## src/rtl/fall_pkg.sv

```systemverilog
// fall_pkg: shared types and defaults for the falling-piece controller.
//   fall_state_t      - controller state encoding
//   DEF_*             - default parameter values
//   LINES_W, LEVEL_W  - widths of lines_total and level
//   LOCK_CNT_W        - width of the lock-delay counter
//   in_level_width()  - width of the in-level line counter for a given lines-per-level
package fall_pkg;

  typedef enum logic [2:0] {
    ST_IDLE   = 3'd0,
    ST_SPAWN  = 3'd1,
    ST_FALL   = 3'd2,
    ST_MOVE   = 3'd3,
    ST_GROUND = 3'd4,
    ST_LOCK   = 3'd5,
    ST_OVER   = 3'd6
  } fall_state_t;

  localparam int DEF_LOCK_DELAY      = 25000000;
  localparam int DEF_LINES_PER_LEVEL = 10;
  localparam int DEF_MAX_LEVEL       = 7;
  localparam int LINES_W             = 16;
  localparam int LEVEL_W             = 3;
  localparam int LOCK_CNT_W          = 26;

  // The counter only ever holds values below lines_per_level (at most 16).
  function automatic int in_level_width(input int lines_per_level);
    return (lines_per_level > 8) ? 4 : 3;
  endfunction

endpackage

```

## src/rtl/level_tracker.sv

```systemverilog
// level_tracker: line accounting for one game.
//   CLK, RESET    - clock, synchronous active-high reset
//   clear         - start of a new game; zeroes all counts
//   clear_done    - accepted merge/clear result (qualifies clear_lines)
//   clear_lines   - rows cleared by the last lock, 0..4
//   level         - current level, saturating at MAX_LEVEL
//   lines_total   - cumulative cleared lines, saturating at all-ones
module level_tracker
  import fall_pkg::*;
#(
  parameter int LINES_PER_LEVEL = DEF_LINES_PER_LEVEL,
  parameter int MAX_LEVEL       = DEF_MAX_LEVEL
) (
  input  logic               CLK,
  input  logic               RESET,
  input  logic               clear,
  input  logic               clear_done,
  input  logic [2:0]         clear_lines,
  output logic [LEVEL_W-1:0] level,
  output logic [LINES_W-1:0] lines_total
);

  localparam int CNT_W = in_level_width(LINES_PER_LEVEL);
  localparam logic [CNT_W:0]       LPL     = (CNT_W + 1)'(LINES_PER_LEVEL);
  localparam logic [LEVEL_W-1:0]   MAX_LVL = LEVEL_W'(MAX_LEVEL);

  logic [CNT_W-1:0] in_level_cnt;
  logic [CNT_W:0]   sum;
  logic [LINES_W:0] total_sum;

  // One extra bit on each sum catches the level wrap and the total overflow.
  assign sum       = {1'b0, in_level_cnt} + {{(CNT_W - 2){1'b0}}, clear_lines};
  assign total_sum = {1'b0, lines_total} + {{(LINES_W - 2){1'b0}}, clear_lines};

  always_ff @(posedge CLK) begin
    if (RESET || clear) begin
      in_level_cnt <= '0;
      level        <= '0;
      lines_total  <= '0;
    end else if (clear_done) begin
      if (sum >= LPL) begin
        in_level_cnt <= CNT_W'(sum - LPL);
        if (level < MAX_LVL) level <= level + 1'b1;
      end else begin
        in_level_cnt <= sum[CNT_W-1:0];
      end
      lines_total <= total_sum[LINES_W] ? '1 : total_sum[LINES_W-1:0];
    end
  end

endmodule

```

## src/rtl/fall_controller.sv

```systemverilog
// fall_controller: sequences each falling piece (spawn, gravity, lock delay,
// lock, line accounting) and drives the level-speed divider.
//   CLK, RESET                          - clock, synchronous active-high reset
//   start                               - begin a game from IDLE or OVER
//   tick                                - gravity pulse from the divider
//   soft_btn, hard_btn                  - soft-drop level, hard-drop pulse
//   spawn_req/spawn_done/spawn_blocked  - spawn handshake with the board
//   down_req/down_done/down_blocked     - one-row move handshake
//   lock_req/clear_done/clear_lines     - merge-and-clear handshake
//   drop, hard_drop, level              - speed selects and level to the divider
//   lines_total                         - cumulative cleared lines
//   game_over                           - high while in OVER
//
// state  | meaning
// IDLE   | no game yet; wait for start
// SPAWN  | spawn_req held until the board places a piece
// FALL   | piece airborne; wait for a gravity tick
// MOVE   | down_req held until the board evaluates the move
// GROUND | piece resting; lock counter running, tick retries the move
// LOCK   | lock_req held until merge and line clear finish
// OVER   | spawn blocked; game_over high, wait for start
module fall_controller
  import fall_pkg::*;
#(
  parameter int LOCK_DELAY      = DEF_LOCK_DELAY,
  parameter int LINES_PER_LEVEL = DEF_LINES_PER_LEVEL,
  parameter int MAX_LEVEL       = DEF_MAX_LEVEL
) (
  input  logic               CLK,
  input  logic               RESET,
  input  logic               start,
  input  logic               tick,
  input  logic               soft_btn,
  input  logic               hard_btn,
  output logic               spawn_req,
  input  logic               spawn_done,
  input  logic               spawn_blocked,
  output logic               down_req,
  input  logic               down_done,
  input  logic               down_blocked,
  output logic               lock_req,
  input  logic               clear_done,
  input  logic [2:0]         clear_lines,
  output logic               drop,
  output logic               hard_drop,
  output logic [LEVEL_W-1:0] level,
  output logic [LINES_W-1:0] lines_total,
  output logic               game_over
);

  localparam logic [LOCK_CNT_W-1:0] LOCK_LAST = LOCK_CNT_W'(LOCK_DELAY - 1);

  fall_state_t           state, state_nxt;
  logic                  hard_flag, hard_flag_nxt;
  logic                  from_ground, from_ground_nxt;
  logic                  soft_q;
  logic [LOCK_CNT_W-1:0] lock_cnt, lock_cnt_nxt;
  logic                  in_play, hard_now, game_clear, clear_accept;

  assign in_play  = (state == ST_FALL) || (state == ST_MOVE) || (state == ST_GROUND);
  assign hard_now = hard_btn & in_play;

  always_comb begin
    state_nxt       = state;
    hard_flag_nxt   = hard_flag | hard_now;
    from_ground_nxt = from_ground;
    lock_cnt_nxt    = lock_cnt;
    game_clear      = 1'b0;
    case (state)
      ST_IDLE, ST_OVER: begin
        if (start) begin
          state_nxt  = ST_SPAWN;
          game_clear = 1'b1;
        end
      end
      ST_SPAWN: begin
        hard_flag_nxt = 1'b0;
        if (spawn_done) state_nxt = spawn_blocked ? ST_OVER : ST_FALL;
      end
      ST_FALL: begin
        if (tick) begin
          state_nxt       = ST_MOVE;
          from_ground_nxt = 1'b0;
        end
      end
      ST_MOVE: begin
        if (down_done) begin
          if (!down_blocked) begin
            state_nxt = ST_FALL;
          end else if (hard_flag || hard_now) begin
            state_nxt = ST_LOCK;
          end else begin
            state_nxt = ST_GROUND;
            // A retry from GROUND keeps the time already spent resting.
            if (!from_ground) lock_cnt_nxt = '0;
          end
        end
      end
      ST_GROUND: begin
        lock_cnt_nxt = lock_cnt + 1'b1;
        if (hard_now || (lock_cnt == LOCK_LAST)) begin
          state_nxt = ST_LOCK;
        end else if (tick) begin
          state_nxt       = ST_MOVE;
          from_ground_nxt = 1'b1;
        end
      end
      ST_LOCK: begin
        if (clear_done) state_nxt = ST_SPAWN;
      end
      default: state_nxt = ST_IDLE;
    endcase
  end

  always_ff @(posedge CLK) begin
    if (RESET) begin
      state       <= ST_IDLE;
      hard_flag   <= 1'b0;
      from_ground <= 1'b0;
      soft_q      <= 1'b0;
      lock_cnt    <= '0;
    end else begin
      state       <= state_nxt;
      hard_flag   <= hard_flag_nxt;
      from_ground <= from_ground_nxt;
      soft_q      <= soft_btn;
      lock_cnt    <= lock_cnt_nxt;
    end
  end

  // Only a clear result that answers an outstanding lock_req is counted.
  assign clear_accept = clear_done & (state == ST_LOCK);

  level_tracker #(
    .LINES_PER_LEVEL (LINES_PER_LEVEL),
    .MAX_LEVEL       (MAX_LEVEL)
  ) u_level_tracker (
    .CLK         (CLK),
    .RESET       (RESET),
    .clear       (game_clear),
    .clear_done  (clear_accept),
    .clear_lines (clear_lines),
    .level       (level),
    .lines_total (lines_total)
  );

  // soft_btn is registered so drop has no combinational path from an input.
  assign spawn_req = (state == ST_SPAWN);
  assign down_req  = (state == ST_MOVE);
  assign lock_req  = (state == ST_LOCK);
  assign game_over = (state == ST_OVER);
  assign hard_drop = hard_flag;
  assign drop      = soft_q & ~hard_flag & ((state == ST_FALL) || (state == ST_MOVE));

endmodule

```

## config.mk

```make
export PLATFORM = sky130hd
export DESIGN_NAME = fall_controller
export DESIGN_NICKNAME = d
export VERILOG_FILES = /design/src/rtl/fall_pkg.sv /design/src/rtl/level_tracker.sv /design/src/rtl/fall_controller.sv
export SDC_FILE = /design/constraint.sdc
export NUM_CORES = 1
export LEC_CHECK = 0
export BUFFER_PORTS_ARGS = -buffer_cell sky130_fd_sc_hd__buf_2
export CAP_MARGIN = 30
export CORE_ASPECT_RATIO = 0.75
export CORE_MARGIN = 2
export CORE_UTILIZATION = 35
export DETAILED_ROUTE_END_ITERATION = 7
export SETUP_SLACK_MARGIN = 0.3
export SLEW_MARGIN = 25
export SYNTH_ARGS = -nofsm -noshare
export SYNTH_HDL_FRONTEND = slang
export SYNTH_HIERARCHICAL = 1
export SYNTH_SLANG_ARGS = --single-unit
```

## constraint.sdc

```tcl
create_clock -name CLK -period 3.1 [get_ports CLK]
set_clock_uncertainty 0.15 [all_clocks]
set_input_delay 0.31 -clock CLK [delete_from_list [all_inputs] [get_ports CLK]]
set_output_delay 0.31 -clock CLK [all_outputs]
set_load 0.1 [all_outputs]
```

==> results of run 1 <==
[power by group through the flow]
stage	sequential [mW]	clock (mW)	combinational [mW]
after floorplan	0.789	0	0.408
after global placement	0.797	0	0.496
after detailed placement	0.798	0	0.499
after CTS	0.781	0.597	0.501
after global routing	0.789	0.629	0.551
final	0.783	0.580	0.503
[placed cells by master (no fill, tap or decap), types with 4 or more instances in the layout]
| cell | synthesis | layout |
|---|---|---|
| o21ai_0 | 12 | 12 |
| or3_1 | 4 | 4 |
| nor2_1 | 38 | 38 |
| a31oi_1 | 15 | 15 |
| nand2_1 | 22 | 22 |
| nor3_2 | 4 | 4 |
| xor2_1 | 6 | 5 |
| nor4_1 | 7 | 7 |
| xnor2_1 | 4 | 4 |
| nand4_1 | 8 | 8 |
| nor2b_1 | 7 | 7 |
| clkbuf_16 | 0 | 5 |
| ha_1 | 9 | 9 |
| inv_1 | 10 | 10 |
| a211oi_1 | 5 | 5 |
| dfxtp_1 | 55 | 55 |
| o31ai_1 | 6 | 6 |
| a21oi_1 | 27 | 27 |
| buf_2 | 7 | 38 |
| and3_1 | 5 | 5 |
| o211ai_1 | 5 | 5 |
| a311oi_1 | 6 | 6 |
| nand2b_1 | 5 | 5 |
| nand3_1 | 16 | 16 |
| o21ai_1 | 15 | 15 |
| nor3_1 | 5 | 5 |
| buf_4 | 0 | 7 |
[sequential cells by signal, summed over array words and instances, names as in the netlist]
name / cells
lock_cnt: 26
u_level_tracker/lines_total: 16
u_level_tracker/in_level_cnt: 4
state: 3
u_level_tracker/level: 3
from_ground: 1
hard_drop: 1
soft_q: 1
[through the flow]
stage	setup WS [ns]	cell area (um^2)
after floorplan	0.419	3330
after global placement	0.447	3640
after detailed placement	0.326	3640
after CTS	0.456	3790
after global routing	0.385	3800
final	0.538	3800
[worst min-delay path by stage]
stage / start / to / slack [ns] / cells past startpoint
final: soft_btn / soft_q$_SDFF_PP0_ / 0.07 / 2
after global routing: soft_btn / soft_q$_SDFF_PP0_ / 0.08 / 2
after CTS: soft_btn / soft_q$_SDFF_PP0_ / 0.07 / 2
after detailed placement: from_ground$_SDFFE_PP0P_ / from_ground$_SDFFE_PP0P_ / 0.30 / 2
after global placement: from_ground$_SDFFE_PP0P_ / from_ground$_SDFFE_PP0P_ / 0.30 / 2
after floorplan: from_ground$_SDFFE_PP0P_ / from_ground$_SDFFE_PP0P_ / 0.29 / 2
[area by class of cell]
cell class,instances,area share
clock inverter,1,0.00231
sequential,55,0.290
tap,128,0.0422
timing repair buffer,45,0.0639
clock buffer,7,0.0376
multi-input combinational,305,0.553
inverter,11,0.0109
[cells in the mapped netlist, types with 4 or more instances]
cell type  instances  share of area
inv_1             10          0.011
xor2_1             6          0.016
nand2b_1           5         0.0094
nor3_1             5         0.0075
a311oi_1           6          0.016
nor3_2             4          0.012
ha_1               9          0.034
o211ai_1           5          0.011
nand2_1           22          0.025
xnor2_1            4          0.011
o31ai_1            6          0.014
o21ai_1           15          0.023
buf_2              7          0.011
a31oi_1           15          0.028
nor2_1            38          0.043
a21oi_1           27          0.041
dfxtp_1           55           0.33
o21ai_0           12          0.018
and3_1             5         0.0094
nand3_1           16          0.024
nor4_1             7          0.013
nand4_1            8          0.015
or3_1              4         0.0075
nor2b_1            7          0.013
clkbuf_1           9          0.010
a211oi_1           5          0.011
[cell families after synthesis]
family | Yosys count | share of synthesized area
buffers and inverters | 31 | 0.0420
xor gates and xnor gates | 10 | 0.0263
AOI/OAI and AO/OA | 118 | 0.238
muxes | 3 | 0.00901
DFF | 55 | 0.330
adders and majority gates | 11 | 0.0458
and+or+nand+nor | 163 | 0.309
[layer usage]
metal | global-route usage | share of wire
met1 | 0.242 | 0.53
met2 | 0.247 | 0.43
met3 | 0.0247 | 0.032
met4 | 0.0417 | 0.0087
met5 | 0 | 0
==> metrics.txt, run 1 <==
maximum VDD drop between 0.0004 and 0.0005 V; CP Depth 9; Die H 88.5 um; critical path's largest stage delay 0.44 ns; Sw Ratio 0.353; max-cap violation count 0; routed len/inst 14.6 um; Worst setup SP type register; Syn Nets about 420; yosys warns 6; Die X 117 um; worst slew pin tran 0.679 ns; H-tree depth 2; Fmax 0.390 GHz; clock tree buffer depth 2; final wirelength roughly 8000 um; Cell Chain, Critical Path ha_1, fa_1, xor2_2, inv_1, ha_1, o221ai_2, nand3_2, and4_1, a311o_1; TritonCTS clock tree yes; Num CTS Buffers 5; sequential element share of the synthesized area 0.330; Worst slew margin 0.546; fin cells 552; Nets 448; DRT Pass-1 Iters 4; Residual DRC 0; CP most frequent cell ha_1; outcome finished, final reports clean; CP Buf/Inv Count 1; root buf cell clkbuf_16; Reg power frac 0.420; end of the critical path u_level_tracker/in_level_cnt[2]$_SDFFE_PP0P_; number of synthesized register bits 55; ANT cells 0; synth unique cells 76; worst-path fanout max 9; fin crit period around 2.6 ns; CP required 3.13 ns; CTS clock-pin slew for the worst setup and hold paths 0.07 ns; Critical Path Start u_level_tracker/in_level_cnt[0]$_SDFFE_PP0P_; TritonCTS Sinks 55; global route overflow 0; area of the multi-input gates approximately 2100 um^2; row cnt 30; r2r setup slk between 0.5 and 0.6 ns; Ports 39; PwrDens 491 nW/um^2; slowest stage cell, crit path fa_1; Tot Pwr ~1.9 mW; post-CTS sizing 0; sw power around 0.66 mW; DR vias 3065; Initial Utilization 0.364; antenna violations before repair 0; Fill cells slightly above 900; pin count of the biggest net entering global routing 31; setup TNS 0 ns; class of the worst hold path in2reg; Iteration-0 DRC Markers 150; final hold slack 0.0747 ns; Reg2Reg Depth 9; Post-synth EDFFs 0; post-synthesis async set-or-reset flop share 0; Hold-fix buffers, CTS 0; CP Class reg2reg; worst skew pair latency 0.29 ns; Post-Route Utilization 0.414; postcts setup bufs 0; Internal around 1.2 mW; endpoints failing setup 0; Syn Inst Count just under 400; period utilization 0.826; Antenna Nets Post-Route 0; RSZ-0062 raised after global routing false; RR Endpoint u_level_tracker/in_level_cnt[2]$_SDFFE_PP0P_; area of the die 10300 um^2; Worst Path Arrival 2.59 ns; combinational cell fraction of total power 0.270; Leakage Power ~1.4 nW; Slew Viols, Final 0; GRT Util Overall 0.163; I/O Buffers 38; placer's final routability congestion estimate 0.830; Placed Instances 544; CP Capture Type register; clock power share 0.311; Fin. Hold Viols 0; Main synth FF type dfxtp_1; Post-Synthesis Cell Area 3330 um^2; first-pass GRT wire length 13700 um; CORE AREA 9160 um^2; Post-DP HPWL 5790 um; r2r startpoint u_level_tracker/in_level_cnt[0]$_SDFFE_PP0P_; layout cell share with drive strength beyond 1 0.198; DR vias/cell 5.55; vias in the first global route ~2900; Top Family by Delay on Critical Path adder cells; Reg area 1100 um^2; Mapped Avg Cell Area 8.52 um^2; area delta synth->final 13.9%
Note: power is estimated with default switching activity, not from simulation.
==> run 2, diff against run 1 <==
Settings changed: ABC_AREA set to 1.
Clock period 3.1 ns to 2.3 ns, I/O delays scaled along.
==> run 2 against run 1 <==
Effect of this change: power rose by 45%; first-iteration DRC count up 51%; cell area is 14% higher; die area grew 7.2%; register-to-register slack worse by 0.27 ns; combinational power rose by 53%; global-route usage grew 0.41 points; worst hold slack better by 0.086 ns; synthesized cell count grew 35%; sequential share of layout area is 3.0 points lower; sequential power is 32% higher; cell count rose by 28%.
==> metrics.txt, run 2 <==
synth unique cells 46 (was 76); Worst Path Arrival 2.08 ns (was 2.59 ns); layout cell share with drive strength beyond 1 0.277 (was 0.198); hold_sp tick (was soft_btn); area of the die 11100 um^2 (was 10300 um^2); grt met1 use 0.266 (was 0.242); first-pass GRT wire length 15000 um (was 13700 um); outcome finished, final reports clean (unchanged); pin count of the biggest net entering global routing 33 (was 31); CP required 2.35 ns (was 3.13 ns); pre-CTS WS 0.0957 ns (was 0.326 ns); CORE AREA 9810 um^2 (was 9160 um^2); DRT Pass-1 Iters 5 (was 4); Reg2Reg Depth 9 (unchanged); clock tree buffer depth 2 (unchanged); critical path's largest stage delay 0.54 ns (was 0.44 ns); most frequent cell after synthesis nand2_1 (was dfxtp_1); Fill cells 992 (was 935); I/O Buffers 38 (unchanged); Worst setup SP type register (unchanged); Synth area leaders dfxtp_1, nand2_1, a21oi_1 (was dfxtp_1, nor2_1, a21oi_1); H-tree depth 2 (unchanged); worst slew pin tran 0.496 ns (was 0.679 ns); most common library cells after synthesis nand2_1, nor2_1, inv_1 (was dfxtp_1, nor2_1, a21oi_1); biggest regs lock_cnt x26, u_level_tracker/lines_total x16, u_level_tracker/in_level_cnt x4 (unchanged); CP most frequent cell ha_4 (was ha_1); final wirelength 9280 um (was 8030 um); Worst slew margin 0.671 (was 0.546); Antenna Nets Post-Route 0 (unchanged); GR peak layer met1 (was met2); class of the worst hold path in2reg (unchanged); max-cap violation count 0 (unchanged); Die X 121 um (was 117 um); Slew Viols, Final 0 (unchanged); Leakage Power 1.85 nW (was 1.43 nW); vias in the first global route 3128 (was 2877); commonest cells after routing, fill and taps aside nand2_1, inv_1, nor2_1, a21oi_1 (was dfxtp_1, nor2_1, buf_2, a21oi_1, nand2_1); CP Capture Type register (unchanged); r2r setup slk 0.27 ns (was 0.54 ns); slowest stage cell, crit path fa_2 (was fa_1); endpoints failing setup 0 (unchanged); fin crit period 2.03 ns (was 2.56 ns); ANT cells 0 (unchanged); Synth area leader dfxtp_1 (unchanged); Die H 91.6 um (was 88.5 um); number of synthesized register bits 55 (unchanged); Min-Delay Endpoint from_ground$_SDFFE_PP0P_ (was soft_q$_SDFF_PP0_); routed len/inst 13.1 um (was 14.6 um); Nets 601 (was 448); Syn Inst Count 526 (was 391); Fin. Hold Viols 0 (unchanged); DR vias 3604 (was 3065); Post-synth EDFFs 0 (unchanged); worst skew pair latency 0.30 ns (was 0.29 ns); DR vias/cell 5.08 (was 5.55); sequential element share of the synthesized area 0.307 (was 0.330); Largest register FFs 26 (unchanged); placer's final routability congestion estimate 0.927 (was 0.830); top-area cell type share of the netlist area 0.307 (was 0.330); hold depth 3 (was 2); row cnt 31 (was 30); Final Cell Area 4330 um^2 (was 3800 um^2); Post-Synthesis Cell Area 3580 um^2 (was 3330 um^2); PwrDens 622 nW/um^2 (was 491 nW/um^2); Mapped Avg Cell Area 6.81 um^2 (was 8.52 um^2); antenna violations before repair 0 (unchanged); Syn Nets 551 (was 416); period utilization 0.884 (was 0.826); Initial Utilization 0.365 (was 0.364); Tot Pwr 2.70 mW (was 1.87 mW); Residual DRC 0 (unchanged); r2r startpoint u_level_tracker/in_level_cnt[0]$_SDFFE_PP0P_ (unchanged); Cell Chain, Critical Path ha_4, fa_2, inv_4, ha_4, buf_4, o21ai_0, o22ai_1, nand2_1, inv_1 (was ha_1, fa_1, xor2_2, inv_1, ha_1, o221ai_2, nand3_2, and4_1, a311o_1); met2 layer usage reported by global route 0.227 (was 0.247); CP Class reg2reg (unchanged); CTS clock-pin slew for the worst setup and hold paths 0.08 ns (was 0.07 ns); Final Worst Setup Slack 0.267 ns (was 0.538 ns); area delta synth->final 20.9% (was 13.9%); yosys warns 6 (unchanged); RSZ-0062 raised after global routing true (was false); Iteration-0 DRC Markers 226 (was 150); GRT Util Overall 0.167 (was 0.163); most flop-heavy register lock_cnt (unchanged); Main synth FF type dfxtp_1 (unchanged); Num CTS Buffers 5 (unchanged); maximum VDD drop 0.000584 V (was 0.000447 V); post-synthesis async set-or-reset flop share 0 (unchanged); global route overflow 0 (unchanged); final hold slack 0.160 ns (was 0.0747 ns); routing usage on met3 0.0330 (was 0.0247); Cell Area, Placed 3940 um^2 (was 3640 um^2); most common cell after layout, fill and taps aside nand2_1 (was dfxtp_1); RR Endpoint u_level_tracker/in_level_cnt[3]$_SDFFE_PP0P_ (was u_level_tracker/in_level_cnt[2]$_SDFFE_PP0P_); root buf cell clkbuf_16 (unchanged); Ports 39 (unchanged); worst-path fanout max 3 (was 9); setup TNS 0 ns (unchanged); TritonCTS clock tree yes (unchanged); TritonCTS Sinks 55 (unchanged); Post-DP HPWL 6770 um (was 5790 um); Fmax 0.492 GHz (was 0.390 GHz)
[run 2: cell types whose count changed after synthesis, moves of 12 or more]
cell / before / now
nor2_1: 38 / 57
nand2_1: 22 / 128
nand3_1: 16 / 41
inv_1: 10 / 56
a21oi_1: 27 / 49
a31oi_1: 15 / 3
[run 2: kinds of logic (layout without fill, tap and decap cells)]
| kind of cell | count (synthesis) | in the layout | synth area share |
|---|---|---|---|
| DFF | 55 | 55 | 0.307 |
| xor gates and xnor gates | 8 | 8 | 0.0196 |
| adders and majority gates | 11 | 11 | 0.0426 |
| muxes | 1 | 1 | 0.00279 |
| and+or+nand+nor | 287 | 287 | 0.390 |
| buffers and inverters | 76 | 127 | 0.0908 |
| AOI/OAI and AO/OA | 88 | 88 | 0.147 |
[run 2: how the worst max path moves through the flow]
stage	startpoint	to	slack, ns	cells after the start
2_1_floorplan	state[0]$_SDFFE_PP0P_	lock_cnt[7]$_SDFFE_PP0P_	0.28	10
3_3_place_gp	clear_lines[0]	u_level_tracker/level[2]$_SDFFE_PP0P_	0.17	11
3_5_place_dp	clear_lines[0]	u_level_tracker/level[0]$_SDFFE_PP0P_	0.1	11
4_1_cts	u_level_tracker/in_level_cnt[0]$_SDFFE_PP0P_	u_level_tracker/in_level_cnt[1]$_SDFFE_PP0P_	0.30	11
5_1_grt	u_level_tracker/in_level_cnt[0]$_SDFFE_PP0P_	u_level_tracker/in_level_cnt[3]$_SDFFE_PP0P_	0.18	9
6_report	u_level_tracker/in_level_cnt[0]$_SDFFE_PP0P_	u_level_tracker/in_level_cnt[3]$_SDFFE_PP0P_	0.27	9
[run 2: cell type report]
cell class	instances	area [um^2]	share of cell area
inverters	63	241	0.0557
flip-flops and latches	55	1120	0.260
clock buffers	5	125	0.0289
well taps	132	165	0.0381
repair buffers	56	334	0.0771
multi-input cells	395	2290	0.529
clock inverters	3	47.5	0.0110
[run 2: metrics by stage]
stage | util | cells
after floorplan | - | 526
after global placement | 0.401 | 690
after detailed placement | 0.401 | 690
after CTS | 0.424 | 700
after global routing | 0.441 | 709
final | 0.441 | 709
[run 2: report_power, final]
| part | switching (mW) | internal (mW) |
|---|---|---|
| Combinational | 0.545 | 0.223 |
| Clock | 0.379 | 0.521 |
| Sequential | 0.0446 | 0.984 |
| Total | 0.969 | 1.73 |
[run 2: repair_timing]
item / in CTS / in global routing
gates resized for setup: 9 / 28
setup endpoints to repair: 6 / 40
hold buffers: 1 / 0
setup buffers: 1 / 9
pin swaps: 3 / 11
hold endpoints to repair: 1 / 0
[run 2: routing by layer]
metal  routed length [um]  share of wire
met4                   74         0.0080
met3                  508          0.055
met2                 3840           0.41
met1                 4850           0.52
met5                    0              0
[run 2: critical path, delay by kind of cell, from the launching register on]
kind	cells	cell delay (ns)
flip-flops	1	0.34
buffers and inverters	3	0.21
adder cells (fa/ha/maj)	3	0.86
AO/OA/AOI/OAI	2	0.28
AND/OR/NAND/NOR	1	0.07
